$ cat src/rtl/keypad_scanner.sv
// 4x4 keypad matrix scanner: column drive, 2-flop row sync, press/release debounce, one-clock key codes.
// Optional auto-repeat while held is compiled in with `define KEYPAD_REPEAT_EN.
`timescale 1ns/1ps
module keypad_scanner #(
  parameter int SCAN_DIV     = 1000,
  parameter int DEBOUNCE_CNT = 8,
  parameter int REPEAT_DELAY = 500,
  parameter int REPEAT_RATE  = 100
) (
  input  logic       clock,
  input  logic       reset_n,
  input  logic [3:0] rows,
  output logic [3:0] columns,
  output logic [4:0] value
);

  localparam int DW = (SCAN_DIV > 1) ? $clog2(SCAN_DIV) : 1;
  localparam int CW = $clog2(DEBOUNCE_CNT + 1);

  if (SCAN_DIV < 4 || DEBOUNCE_CNT < 1 || REPEAT_DELAY < 1 || REPEAT_RATE < 1) begin : g_bad_params
    $error("keypad_scanner: illegal parameter value");
  end

  typedef enum logic [1:0] {SCAN, PRESS_DB, HELD} state_t;

  logic [3:0]    rows_meta, rows_sync;
  logic [DW-1:0] div;
  logic          tick;
  state_t        state, state_nxt;
  logic [1:0]    col, col_nxt, row, row_nxt;
  logic [CW-1:0] cnt, cnt_nxt;
  logic [4:0]    value_nxt;
  logic          press, row_low;
  logic [1:0]    press_row;

`ifdef KEYPAD_REPEAT_EN
  localparam int RMAX = (REPEAT_DELAY > REPEAT_RATE) ? REPEAT_DELAY : REPEAT_RATE;
  localparam int HW   = $clog2(RMAX + 1);
  logic [HW-1:0] hold_cnt, hold_cnt_nxt;
  logic          rep_phase, rep_phase_nxt;
`endif

  assign tick    = (div == DW'(SCAN_DIV - 1));
  assign press   = ~&rows_sync;
  assign row_low = ~rows_sync[row];
  assign columns = ~(4'b0001 << col);

  // Lowest row index wins when several rows are low
  always_comb begin
    press_row = 2'd3;
    if (!rows_sync[0])      press_row = 2'd0;
    else if (!rows_sync[1]) press_row = 2'd1;
    else if (!rows_sync[2]) press_row = 2'd2;
  end

  always_ff @(posedge clock or negedge reset_n) begin
    if (!reset_n) begin
      rows_meta <= 4'hF;
      rows_sync <= 4'hF;
      div       <= '0;
      state     <= SCAN;
      col       <= 2'd0;
      row       <= 2'd0;
      cnt       <= '0;
      value     <= 5'd0;
`ifdef KEYPAD_REPEAT_EN
      hold_cnt  <= '0;
      rep_phase <= 1'b0;
`endif
    end else begin
      rows_meta <= rows;
      rows_sync <= rows_meta;
      div       <= tick ? '0 : div + DW'(1);
      state     <= state_nxt;
      col       <= col_nxt;
      row       <= row_nxt;
      cnt       <= cnt_nxt;
      value     <= value_nxt;
`ifdef KEYPAD_REPEAT_EN
      hold_cnt  <= hold_cnt_nxt;
      rep_phase <= rep_phase_nxt;
`endif
    end
  end

  // cnt is the press count in PRESS_DB and the release count in HELD
  always_comb begin
    state_nxt = state;
    col_nxt   = col;
    row_nxt   = row;
    cnt_nxt   = cnt;
    value_nxt = 5'd0;
`ifdef KEYPAD_REPEAT_EN
    hold_cnt_nxt  = hold_cnt;
    rep_phase_nxt = rep_phase;
`endif
    if (tick) begin
      case (state)
        SCAN: begin
          if (press) begin
            row_nxt = press_row;
            if (DEBOUNCE_CNT <= 1) begin
              value_nxt = {1'b1, col, press_row};
              cnt_nxt   = '0;
              state_nxt = HELD;
`ifdef KEYPAD_REPEAT_EN
              hold_cnt_nxt  = '0;
              rep_phase_nxt = 1'b0;
`endif
            end else begin
              cnt_nxt   = CW'(1);
              state_nxt = PRESS_DB;
            end
          end else begin
            col_nxt = col + 2'd1;
          end
        end
        PRESS_DB: begin
          if (row_low) begin
            cnt_nxt = cnt + CW'(1);
            if (cnt_nxt == CW'(DEBOUNCE_CNT)) begin
              value_nxt = {1'b1, col, row};
              cnt_nxt   = '0;
              state_nxt = HELD;
`ifdef KEYPAD_REPEAT_EN
              hold_cnt_nxt  = '0;
              rep_phase_nxt = 1'b0;
`endif
            end
          end else begin
            state_nxt = SCAN;
            col_nxt   = col + 2'd1;
          end
        end
        HELD: begin
          if (row_low) begin
            cnt_nxt = '0;
`ifdef KEYPAD_REPEAT_EN
            hold_cnt_nxt = hold_cnt + HW'(1);
            if (hold_cnt_nxt == (rep_phase ? HW'(REPEAT_RATE) : HW'(REPEAT_DELAY))) begin
              value_nxt     = {1'b1, col, row};
              hold_cnt_nxt  = '0;
              rep_phase_nxt = 1'b1;
            end
`endif
          end else begin
            cnt_nxt = cnt + CW'(1);
`ifdef KEYPAD_REPEAT_EN
            hold_cnt_nxt = '0;
`endif
            if (cnt_nxt == CW'(DEBOUNCE_CNT)) begin
              cnt_nxt   = '0;
              state_nxt = SCAN;
              col_nxt   = col + 2'd1;
            end
          end
        end
        default: state_nxt = SCAN;
      endcase
    end
  end

endmodule

$ cat config.mk
export PLATFORM = sky130hd
export DESIGN_NAME = keypad_scanner
export DESIGN_NICKNAME = d
export VERILOG_FILES = /design/src/rtl/keypad_scanner.sv
export SDC_FILE = /design/constraint.sdc
export NUM_CORES = 1
export LEC_CHECK = 0
export ABC_AREA = 1
export CORE_AREA = 5 5 64 66
export CTS_BUF_LIST = sky130_fd_sc_hd__clkbuf_16
export CTS_CLUSTER_SIZE = 20
export DETAILED_ROUTE_END_ITERATION = 8
export DIE_AREA = 0 0 69 71
export PLACE_DENSITY = 0.82
export SLEW_MARGIN = 25
export SYNTH_ARGS = -nofsm -noshare
export SYNTH_HDL_FRONTEND = slang
export SYNTH_SLANG_ARGS = --single-unit
$ cat constraint.sdc
create_clock -name clock -period 1.4 [get_ports clock]
set_clock_uncertainty 0.05 [all_clocks]
set_input_delay 0.14 -clock clock [delete_from_list [all_inputs] [get_ports clock]]
set_output_delay 0.14 -clock clock [all_outputs]
set_load 0.005 [all_outputs]
==> flow_summary.json, run 1 <==
{
  "h-tree-depth": 2,
  "cts.reportedPaths.clkPinSlew_ps": 50,
  "timing.critical_path.slowest_stage_cell": "dfrtp_1",
  "clock_insertion_delay_worst_skew_ps": 280,
  "postSynthNetCount": 206,
  "place_ws_ps": -44.4,
  "detail_route.wl_per_cell_um": 12.2,
  "die_width_um": 69,
  "critPathKind": "reg -> reg",
  "achievable-frequency_ghz": 0.708,
  "netlist_area_sq_um": 1660,
  "wl_met3_um": 154,
  "netlist_instances": 190,
  "grt_usage": 0.149,
  "number_of_global_route_vias_before_repair": 1285,
  "route.final.wire_length_um": 3500,
  "grt_first_pass_wirelength_um": 5670,
  "clk_path_buf_depth": 2,
  "worstMarginPinSlew_ps": 241,
  "critical_path.max_fanout": 3,
  "largest_voltage_drop_on_the_vdd_net_mv": 1.21,
  "critical_path.cell_chain": "buf_4 -> ha_1 -> inv_2 -> nand2_1 -> nor2_4 -> nand3_2 -> nand2_1 -> nand2_1",
  "final-hold-violation-count": 0,
  "seq_area_frac_synth": 0.503,
  "synth_edf_count": 0,
  "synthDominantAreaCellType": "dfrtp_1",
  "layout.cell_area.non_filler_sq_um": 2350,
  "cts_tree": "built",
  "critPathCaptureType": "register",
  "floorplan.initialDensity": 0.471,
  "insertedDiodeCount": 0,
  "worst-endpoint-arrival_ps": 1530,
  "drv_slew": 0,
  "setup_viol_count_final": 4,
  "period_needed_ps": 1410,
  "num_io_pins": 15,
  "yosys.area.top_type_share": 0.377,
  "nets": 254,
  "status": "complete, but fails checks",
  "avgViaCountPerCell": 4.83,
  "flow.area_growth_from_synthesis_pct": 41.7,
  "cap_viol_max_count": 0,
  "placement.cell_area_sq_um": 1990,
  "rsz0062_at_grt": "true",
  "worst_path_most_repeated_cell": "nand2_1",
  "worst_ep_required_time_ps": 1520,
  "post-route-util": 0.668,
  "final_cell_count_no_fill": 287,
  "grt_max_degree": 34,
  "start_kind": "register",
  "die_h_um": 71,
  "synth-main-ff-cell": "dfrtp_1",
  "final_antenna_net_count": 0,
  "first_pass_iters": 4,
  "netlist_top_cells_area": "dfrtp_1, dfstp_2, nand2_1",
  "layout-drive-gt1-share": 0.368,
  "syn_avg_cell_area_sq_um": 8.74,
  "detailed_place_hpwl_um": 2350,
  "post-route-period-util": 1.01,
  "ys_ff_latch": 33,
  "fillerInstances": 288,
  "failed_checks": "negative setup slack",
  "top_signal_layer_used": "met4",
  "hold_class": "in -> async",
  "die_area_sq_um": 4900,
  "routabilityCongestion": 0.760,
  "hold_ws_ps": 179,
  "postSynth.asyncResetShare": 1.00,
  "cts_buffers": 5,
  "drc": 0,
  "num_vias": 1386,
  "drt-initial-drc-count": 61,
  "synth.lib_cells_used.distinct": 23,
  "dp.cells": 267,
  "cts.root.buffer_cell": "clkbuf_16",
  "gr-total-overflow": 0,
  "wl_met2_um": 1890,
  "slowest_delay_ps": 410,
  "core_region_area_sq_um": 3520,
  "worst_slack_ps": -12.7,
  "routedLengthMet1_um": 1370,
  "synth.yosys.warnings": 0,
  "cellLeakagePower_nw": 1.12,
  "power.density_cell_area_nw_per_um2": 952,
  "tritoncts_num_sinks": 33,
  "number_of_antenna_violations_at_the_first_check_in_global_routing": 0,
  "row_count": 22,
  "placement.io_buffers": 14,
  "max_slew_margin": 0.839
}
-- where the power goes --
part,total [mW],internal (mW),switching [mW]
registers,0.984,0.977,0.00699
clock network,1.19,0.824,0.367
logic,0.0649,0.0292,0.0358
-- cell usage in the layout (no fill, tap or decap), types with 2 or more instances in the layout --
master,Yosys,layout
nand2_2,3,9
nor2_2,2,7
a21oi_1,6,6
dfstp_2,8,8
inv_6,0,2
o21ai_0,5,3
ha_4,0,2
nor2_4,4,6
ha_2,0,3
nand3_1,18,16
inv_1,24,21
nor3_1,3,2
inv_2,1,3
clkdlybuf4s50_1,0,10
buf_4,0,22
clkbuf_16,0,5
o21ai_2,2,2
nand4_1,4,4
o21ai_1,1,3
buf_2,0,2
nor2_1,20,13
nand3_2,2,3
dfrtp_1,25,25
clkbuf_2,0,2
buf_6,0,4
ha_1,10,5
nand3_4,1,2
xor2_1,2,2
nand2_1,46,39
-- metal layers --
layer | vias to the layer above | track usage
met1 | 654 | 0.164
met2 | 24 | 0.257
li1 | 698 | -
met5 | - | 0
met3 | 10 | 0.0511
met4 | 0 | 0.0716
-- path summary, 6_finish.rpt --
kind | start | end | slack (ps) | cells after the start
max reg2reg | state[0]$_DFFE_PN0P_ | col[0]$_DFFE_PN0P_ | -10 | 8
max in group asynchronous | reset_n | rows_meta[1]$_DFF_PN1_ | 880 | 2
max | state[0]$_DFFE_PN0P_ | col[0]$_DFFE_PN0P_ | -10 | 8
min | reset_n | div[5]$_DFF_PN0_ | 180 | 2
min reg2reg | rows_meta[2]$_DFF_PN1_ | rows_sync[2]$_DFF_PN1_ | 300 | 0
min in group clock | rows[0] | rows_meta[0]$_DFF_PN1_ | 220 | 1
-- kinds of logic after synthesis --
| logic type | share of synthesized area |
|---|---|
| xor+xnor | 0.0106 |
| compound gates | 0.0467 |
| flops | 0.503 |
| fa+ha+maj | 0.0754 |
| buf+inv | 0.0633 |
| simple gates | 0.301 |
-- synth_stat cells, types with 3 or more instances --
library cell / number
nor2_4: 4
dfstp_2: 8
inv_1: 24
nor2_1: 20
nand4_1: 4
ha_1: 10
nand2_2: 3
a21oi_1: 6
nand2_1: 46
o21ai_0: 5
dfrtp_1: 25
nand3_1: 18
nor3_1: 3
-- state kept, by name, indices dropped and copies added, names as in the netlist --
register,cells
div,10
value,5
cnt,4
rows_meta,4
rows_sync,4
col,2
row,2
state,2
-- worst max-delay path: cells and delay by family (launching register included) --
kind	cells	cell delay, ps
adders and majority gates	1	200
and+or+nand+nor	5	440
DFF	1	410
buffers and inverters	2	220
-- through the flow --
| stage | setup TNS (ps) | power (mW) |
|---|---|---|
| 6_report | -27.1 | 2.24 |
| 4_1_cts | -123 | 2.26 |
| 5_1_grt | -1450 | 2.33 |
| 3_3_place_gp | -10.2 | 1.06 |
| 2_1_floorplan | 0 | 1.01 |
| 3_5_place_dp | -216 | 1.06 |
-- timing repair --
item / CTS / global route
pin swaps: 4 / 12
setup buffers: 3 / 9
setup endpoints to repair: 14 / 22
hold buffers: 0 / 0
gates resized for setup: 28 / 30
-- area by class of cell --
class	instances	area, sq um	area share
flip-flops and latches	33	836	0.355
multi-input cells	130	825	0.350
clock inverters	3	37.5	0.0159
clock buffers	5	125	0.0532
inverters	27	120	0.0510
repair buffers	41	350	0.149
well taps	48	60.1	0.0255
No activity file was read; power rests on OpenSTA's default activity.
==> run 2, diff against run 1 <==
SETUP_SLACK_MARGIN = 0.2   (was default)
==> run 2 against run 1 <==
Compared with the run above: the flow still finishes with violations (negative setup slack); non-clock buffer count grew 1; flip-flop and latch count is the same; register-to-register slack is essentially flat; combinational power grew 1%; cell count grew 0.35%; global-route usage grew 1.5 points; sequential power is essentially flat; count of clock-buffer cells in the layout is the same; via count grew 1.6%; fmax shrank 0.21%; critical path type unchanged.
==> flow_summary.json, run 2 (same netlist as run 1, synthesis figures left out) <==
{
  "cts.root.buffer_cell": "clkbuf_16",
  "fillerInstances": 259,
  "layout-drive-gt1-share": 0.483,
  "num_io_pins": 15,
  "register_share_of_total_power": 0.394,
  "achievable-frequency_ghz": 0.706,
  "nets": 255,
  "final-hold-violation-count": 0,
  "worstMarginPinSlew_ps": 213,
  "cts_buffers": 5,
  "critPathKind": "reg -> reg",
  "first_pass_iters": 4,
  "critical_path.reg2reg.endpoint": "col[0]$_DFFE_PN0P_",
  "row_count": 22,
  "largest_voltage_drop_on_the_vdd_net_mv": 1.03,
  "fin_total_pwr_mw": 2.49,
  "floorplan.initialDensity": 0.471,
  "setup_tns_ps": -33.4,
  "worst_slack_ps": -15.6,
  "final_antenna_net_count": 0,
  "timing.reg2reg.setup_slack_ps": -20,
  "avgViaCountPerCell": 4.89,
  "die_h_um": 71,
  "critPathCaptureType": "register",
  "clockPowerShare": 0.579,
  "detailed_place_hpwl_um": 2320,
  "regToRegStartpoint": "div[4]$_DFF_PN0_",
  "largest_register_ff_count": 10,
  "clock_insertion_delay_worst_skew_ps": 280,
  "layout.cell_area.non_filler_sq_um": 2520,
  "max_flop_register": "div",
  "failed_checks": "negative setup slack",
  "slowest_delay_ps": 390,
  "cts_tree": "built",
  "p_switching_uw": 464,
  "routabilityCongestion": 0.856,
  "die_width_um": 69,
  "h-tree-depth": 2,
  "setup_viol_count_final": 5,
  "route.final.wire_length_um": 3850,
  "power.density_cell_area_nw_per_um2": 988,
  "multiInputGateArea_sq_um": 941,
  "placement.io_buffers": 14,
  "power.internal_mw": 2.03,
  "grt_usage": 0.164,
  "timing.critical_path.slowest_stage_cell": "dfrtp_1",
  "status": "complete, but fails checks",
  "critical_path.max_fanout": 5,
  "biggest_regs": "div: 10 flops, value: 5 flops",
  "reg2regPathDepth": 8,
  "gr-total-overflow": 0,
  "num_vias": 1408,
  "worst_ep_required_time_ps": 1520,
  "drt-initial-drc-count": 56,
  "number_of_global_route_vias_before_repair": 1482,
  "worst-endpoint-arrival_ps": 1530,
  "clk_path_buf_depth": 2,
  "grt_max_degree": 34,
  "post-route-period-util": 1.01,
  "hold_class": "in -> async",
  "drc": 0,
  "cellLeakagePower_nw": 1.17,
  "p_sw_frac": 0.186,
  "layout_common_cells": "nand2_1, dfrtp_1, buf_4, nand2_2",
  "mostFrequentLayoutCell": "nand2_1",
  "rsz0062_at_grt": "true",
  "period_needed_ps": 1420,
  "number_of_antenna_violations_at_the_first_check_in_global_routing": 0,
  "flow.area_growth_from_synthesis_pct": 51.9,
  "drv_slew": 0,
  "placement.cell_area_sq_um": 2040,
  "post-route-util": 0.716,
  "critical_path_buf_inv_count": 0,
  "max_slew_margin": 0.858,
  "die_area_sq_um": 4900,
  "detail_route.wl_per_cell_um": 13.4,
  "core_region_area_sq_um": 3520,
  "final-seq-area_sq_um": 836,
  "grt_first_pass_wirelength_um": 6330,
  "critical_path.cell_chain": "nor2_2 -> nand2_2 -> nor2_4 -> nand2_4 -> nor2_4 -> nand3_4 -> nand2_1 -> nand2_1",
  "cts.reportedPaths.clkPinSlew_ps": 60,
  "tritoncts_num_sinks": 33,
  "start_kind": "register",
  "cap_viol_max_count": 0,
  "share_comb_of_total_power": 0.026,
  "insertedDiodeCount": 0,
  "worst_path_dominant_cell_family": "simple AND/OR/NAND/NOR gates"
}
[run 2: cell types whose count changed in the layout (fill, tap and decap cells not counted), sizes merged]
| cell | before | now |
|---|---|---|
| bufinv | 1 | 2 |
| clkinv | 2 | 1 |
| dlygate4sd2 | 0 | 5 |
| clkbuf | 7 | 5 |
| buf | 29 | 32 |
| clkdlybuf4s50 | 10 | 5 |
[run 2: worst register-to-register path: stages, from the launching register on]
cell	delay (ps)
dfrtp_1	390
nor2_2	120
nand2_2	70
nor2_4	170
nand2_4	110
nor2_4	170
nand3_4	90
nand2_1	60
nand2_1	60
[run 2: area by class of cell]
cell class	instances	area share
multi-input combinational	130	0.373
sequential	33	0.331
timing repair buffer	42	0.148
clock buffer	5	0.0496
inverter	27	0.0466
clock inverter	3	0.0273
tap	48	0.0238
[run 2: how the worst max path moves through the flow]
stage | from | to | depth (start not counted)
finish | div[4]$_DFF_PN0_ | col[0]$_DFFE_PN0P_ | 8
global route | rows_sync[1]$_DFF_PN1_ | cnt[0]$_DFFE_PN0P_ | 8
CTS | div[1]$_DFF_PN0_ | state[1]$_DFFE_PN0P_ | 8
detailed placement | div[0]$_DFF_PN0_ | state[0]$_DFFE_PN0P_ | 8
global placement | div[0]$_DFF_PN0_ | state[1]$_DFFE_PN0P_ | 8
floorplan | div[4]$_DFF_PN0_ | state[0]$_DFFE_PN0P_ | 8
[run 2: metrics by stage]
stage / hold slack, ps / setup WS, ps / instances
CTS: 180 / -17.8 / 286
global route: 211 / -127 / 288
detailed placement: 297 / -30.9 / 271
global placement: 296 / -5.70 / 271
finish: 171 / -15.6 / 288
floorplan: -206 / 76.5 / 190
[run 2: layer usage]
metal,vias to the layer above,share of wire,global-route usage
met5,-,0,0
met4,0,0.028,0.0889
met2,41,0.50,0.275
li1,702,-,-
met3,13,0.064,0.0653
met1,652,0.41,0.177
[run 2: power groups by stage]
stage / Combinational (mW) / Clock (mW) / Sequential, mW
after CTS: 0.0624 / 1.47 / 0.983
final: 0.0658 / 1.44 / 0.983
after global placement: 0.0592 / 0 / 0.998
after global routing: 0.0749 / 1.51 / 0.984
after floorplan: 0.0150 / 0 / 0.997
after detailed placement: 0.0606 / 0 / 0.999
[run 2: timing repair]
action	4_1_cts	5_1_grt
resized for setup	59	35
setup endpoints to repair	31	27
pin swaps	8	16
buffers inserted	7	2
hold buffers	0	0
==> run 3, diff against run 2 <==
CORE_AREA = 4 4 63 65   (was 5 5 64 66)
DIE_AREA = 0 0 67 69   (was 0 0 69 71)
==> run 3 against run 2 <==
Compared with the run above: the flow still finishes with violations (negative setup slack); routed wire length is 5.1% higher; sequential share of layout area is 0.15 points lower; core utilization is 4.3 points higher; via count is 4.3% higher; die area is 5.6% lower; setup slack worse by 8.2 ps; clock power is 13% lower; global-route usage is 1.3 points higher.
==> flow_summary.json, run 3 (same netlist as run 1, synthesis figures left out) <==
{
  "biggest_regs": "div: 10 flops, value: 5 flops",
  "route.final.wire_length_um": 4050,
  "mostFrequentLayoutCell": "nand2_1",
  "cap_viol_max_count": 0,
  "post-route-period-util": 1.02,
  "core_region_area_sq_um": 3340,
  "max_slew_margin": 0.874,
  "cts.root.buffer_cell": "clkbuf_16",
  "layout_common_cells": "nand2_1, dfrtp_1, buf_4",
  "failed_checks": "negative setup slack",
  "detailed_place_hpwl_um": 2300,
  "drv_slew": 0,
  "die_area_sq_um": 4620,
  "setup_viol_count_final": 5,
  "num_io_pins": 15,
  "avgViaCountPerCell": 5.07,
  "h-tree-depth": 2,
  "drt-initial-drc-count": 74,
  "row_count": 21,
  "period_needed_ps": 1420,
  "grt_first_pass_wirelength_um": 6280,
  "max_flop_register": "div",
  "largest_register_ff_count": 10,
  "drc": 0,
  "floorplan.initialDensity": 0.498,
  "final-seq-area_sq_um": 836,
  "final_cell_count_no_fill": 290,
  "worstMarginPinSlew_ps": 188,
  "timing.critical_path.slowest_stage_cell": "dfrtp_1",
  "grt_usage": 0.177,
  "fillerInstances": 221,
  "dp.cells": 270,
  "post-route-util": 0.759,
  "cts_buffers": 5,
  "reg2regPathDepth": 8,
  "final_antenna_net_count": 0,
  "detail_route.wl_per_cell_um": 14.0,
  "die_width_um": 67,
  "largest_voltage_drop_on_the_vdd_net_mv": 0.974,
  "cts_tree": "built",
  "critical_path.cell_chain": "ha_2 -> nand2_2 -> nor2_4 -> nand2_4 -> nor2_4 -> nand3_2 -> nand2_1 -> o21ai_1",
  "start_kind": "register",
  "slowest_delay_ps": 350,
  "clk_path_buf_depth": 2,
  "cellLeakagePower_nw": 1.17,
  "flow.area_growth_from_synthesis_pct": 52.6,
  "die_h_um": 69,
  "rsz0062_at_grt": "true",
  "worst-endpoint-arrival_ps": 1540,
  "cts.reportedPaths.clkPinSlew_ps": 60,
  "gr-total-overflow": 0,
  "hold_class": "in -> async",
  "final-hold-violation-count": 0,
  "clock_insertion_delay_worst_skew_ps": 280,
  "achievable-frequency_ghz": 0.702,
  "tritoncts_num_sinks": 33,
  "worst_ep_required_time_ps": 1520,
  "routabilityCongestion": 0.894,
  "num_vias": 1469,
  "critical_path.max_fanout": 5,
  "worst_slack_ps": -23.9,
  "hold_ws_ps": 176,
  "layout-drive-gt1-share": 0.492,
  "number_of_antenna_violations_at_the_first_check_in_global_routing": 0,
  "worst_path_most_repeated_cell": "nor2_4",
  "number_of_global_route_vias_before_repair": 1380,
  "critPathCaptureType": "register",
  "cts_hold_buf": 0,
  "power.density_cell_area_nw_per_um2": 910,
  "grt_max_degree": 34,
  "insertedDiodeCount": 0,
  "first_pass_iters": 4,
  "startpoint": "div[1]$_DFF_PN0_",
  "nets": 259,
  "status": "complete, but fails checks",
  "regToRegStartpoint": "div[1]$_DFF_PN0_",
  "multiInputGateArea_sq_um": 937,
  "placement.io_buffers": 14,
  "setup_tns_ps": -68.0,
  "critPathKind": "reg -> reg"
}
[run 3: per-layer routing]
metal	track usage	vias to the layer above	routed length, um
met4	0.0743	0	95
li1	-	712	-
met3	0.0617	12	220
met2	0.270	40	2020
met1	0.224	705	1710
met5	0	-	0
[run 3: repair_timing]
item                       CTS  global route
buffers inserted             6             6
gates cloned                 0             0
pin swaps                    5            12
resized for setup           59            39
setup endpoints to repair   29            27
[run 3: final timing paths]
check,to,slack [ps]
setup / recovery,col[1]$_DFFE_PN0P_,-20
hold / removal,div[4]$_DFF_PN0_,180
setup reg to reg,col[1]$_DFFE_PN0P_,-20
hold reg to reg,rows_sync[1]$_DFF_PN1_,300
max in group asynchronous,rows_sync[1]$_DFF_PN1_,880
min in group clock,rows_meta[2]$_DFF_PN1_,210
[run 3: report_power, final]
part	switching [mW]	internal [mW]
logic	0.0373	0.0281
registers	0.00735	0.976
clock network	0.417	0.841
[run 3: cell type report]
class | count | area share
timing repair buffer | 46 | 0.161
multi-input combinational | 130 | 0.370
clock inverter | 3 | 0.0183
clock buffer | 5 | 0.0494
inverter | 27 | 0.0484
sequential | 33 | 0.330
tap | 46 | 0.0227
[run 3: critical path: cells and delay by family, from the launching register on]
kind                       cells  cell delay (ps)
AOI/OAI and AO/OA              1               60
and+or+nand+nor                6              660
DFF                            1              350
adders and majority gates      1              190
[run 3: per-stage QoR]
stage               area, sq um  total power [mW]  setup slack [ps]
floorplan                  1680              1.01              76.5
global placement           2040              1.06             -2.32
detailed placement         2040              1.06             -44.2
CTS                        2370              2.31             -10.1
global route               2530              2.39              -106
finish                     2530              2.31             -23.9
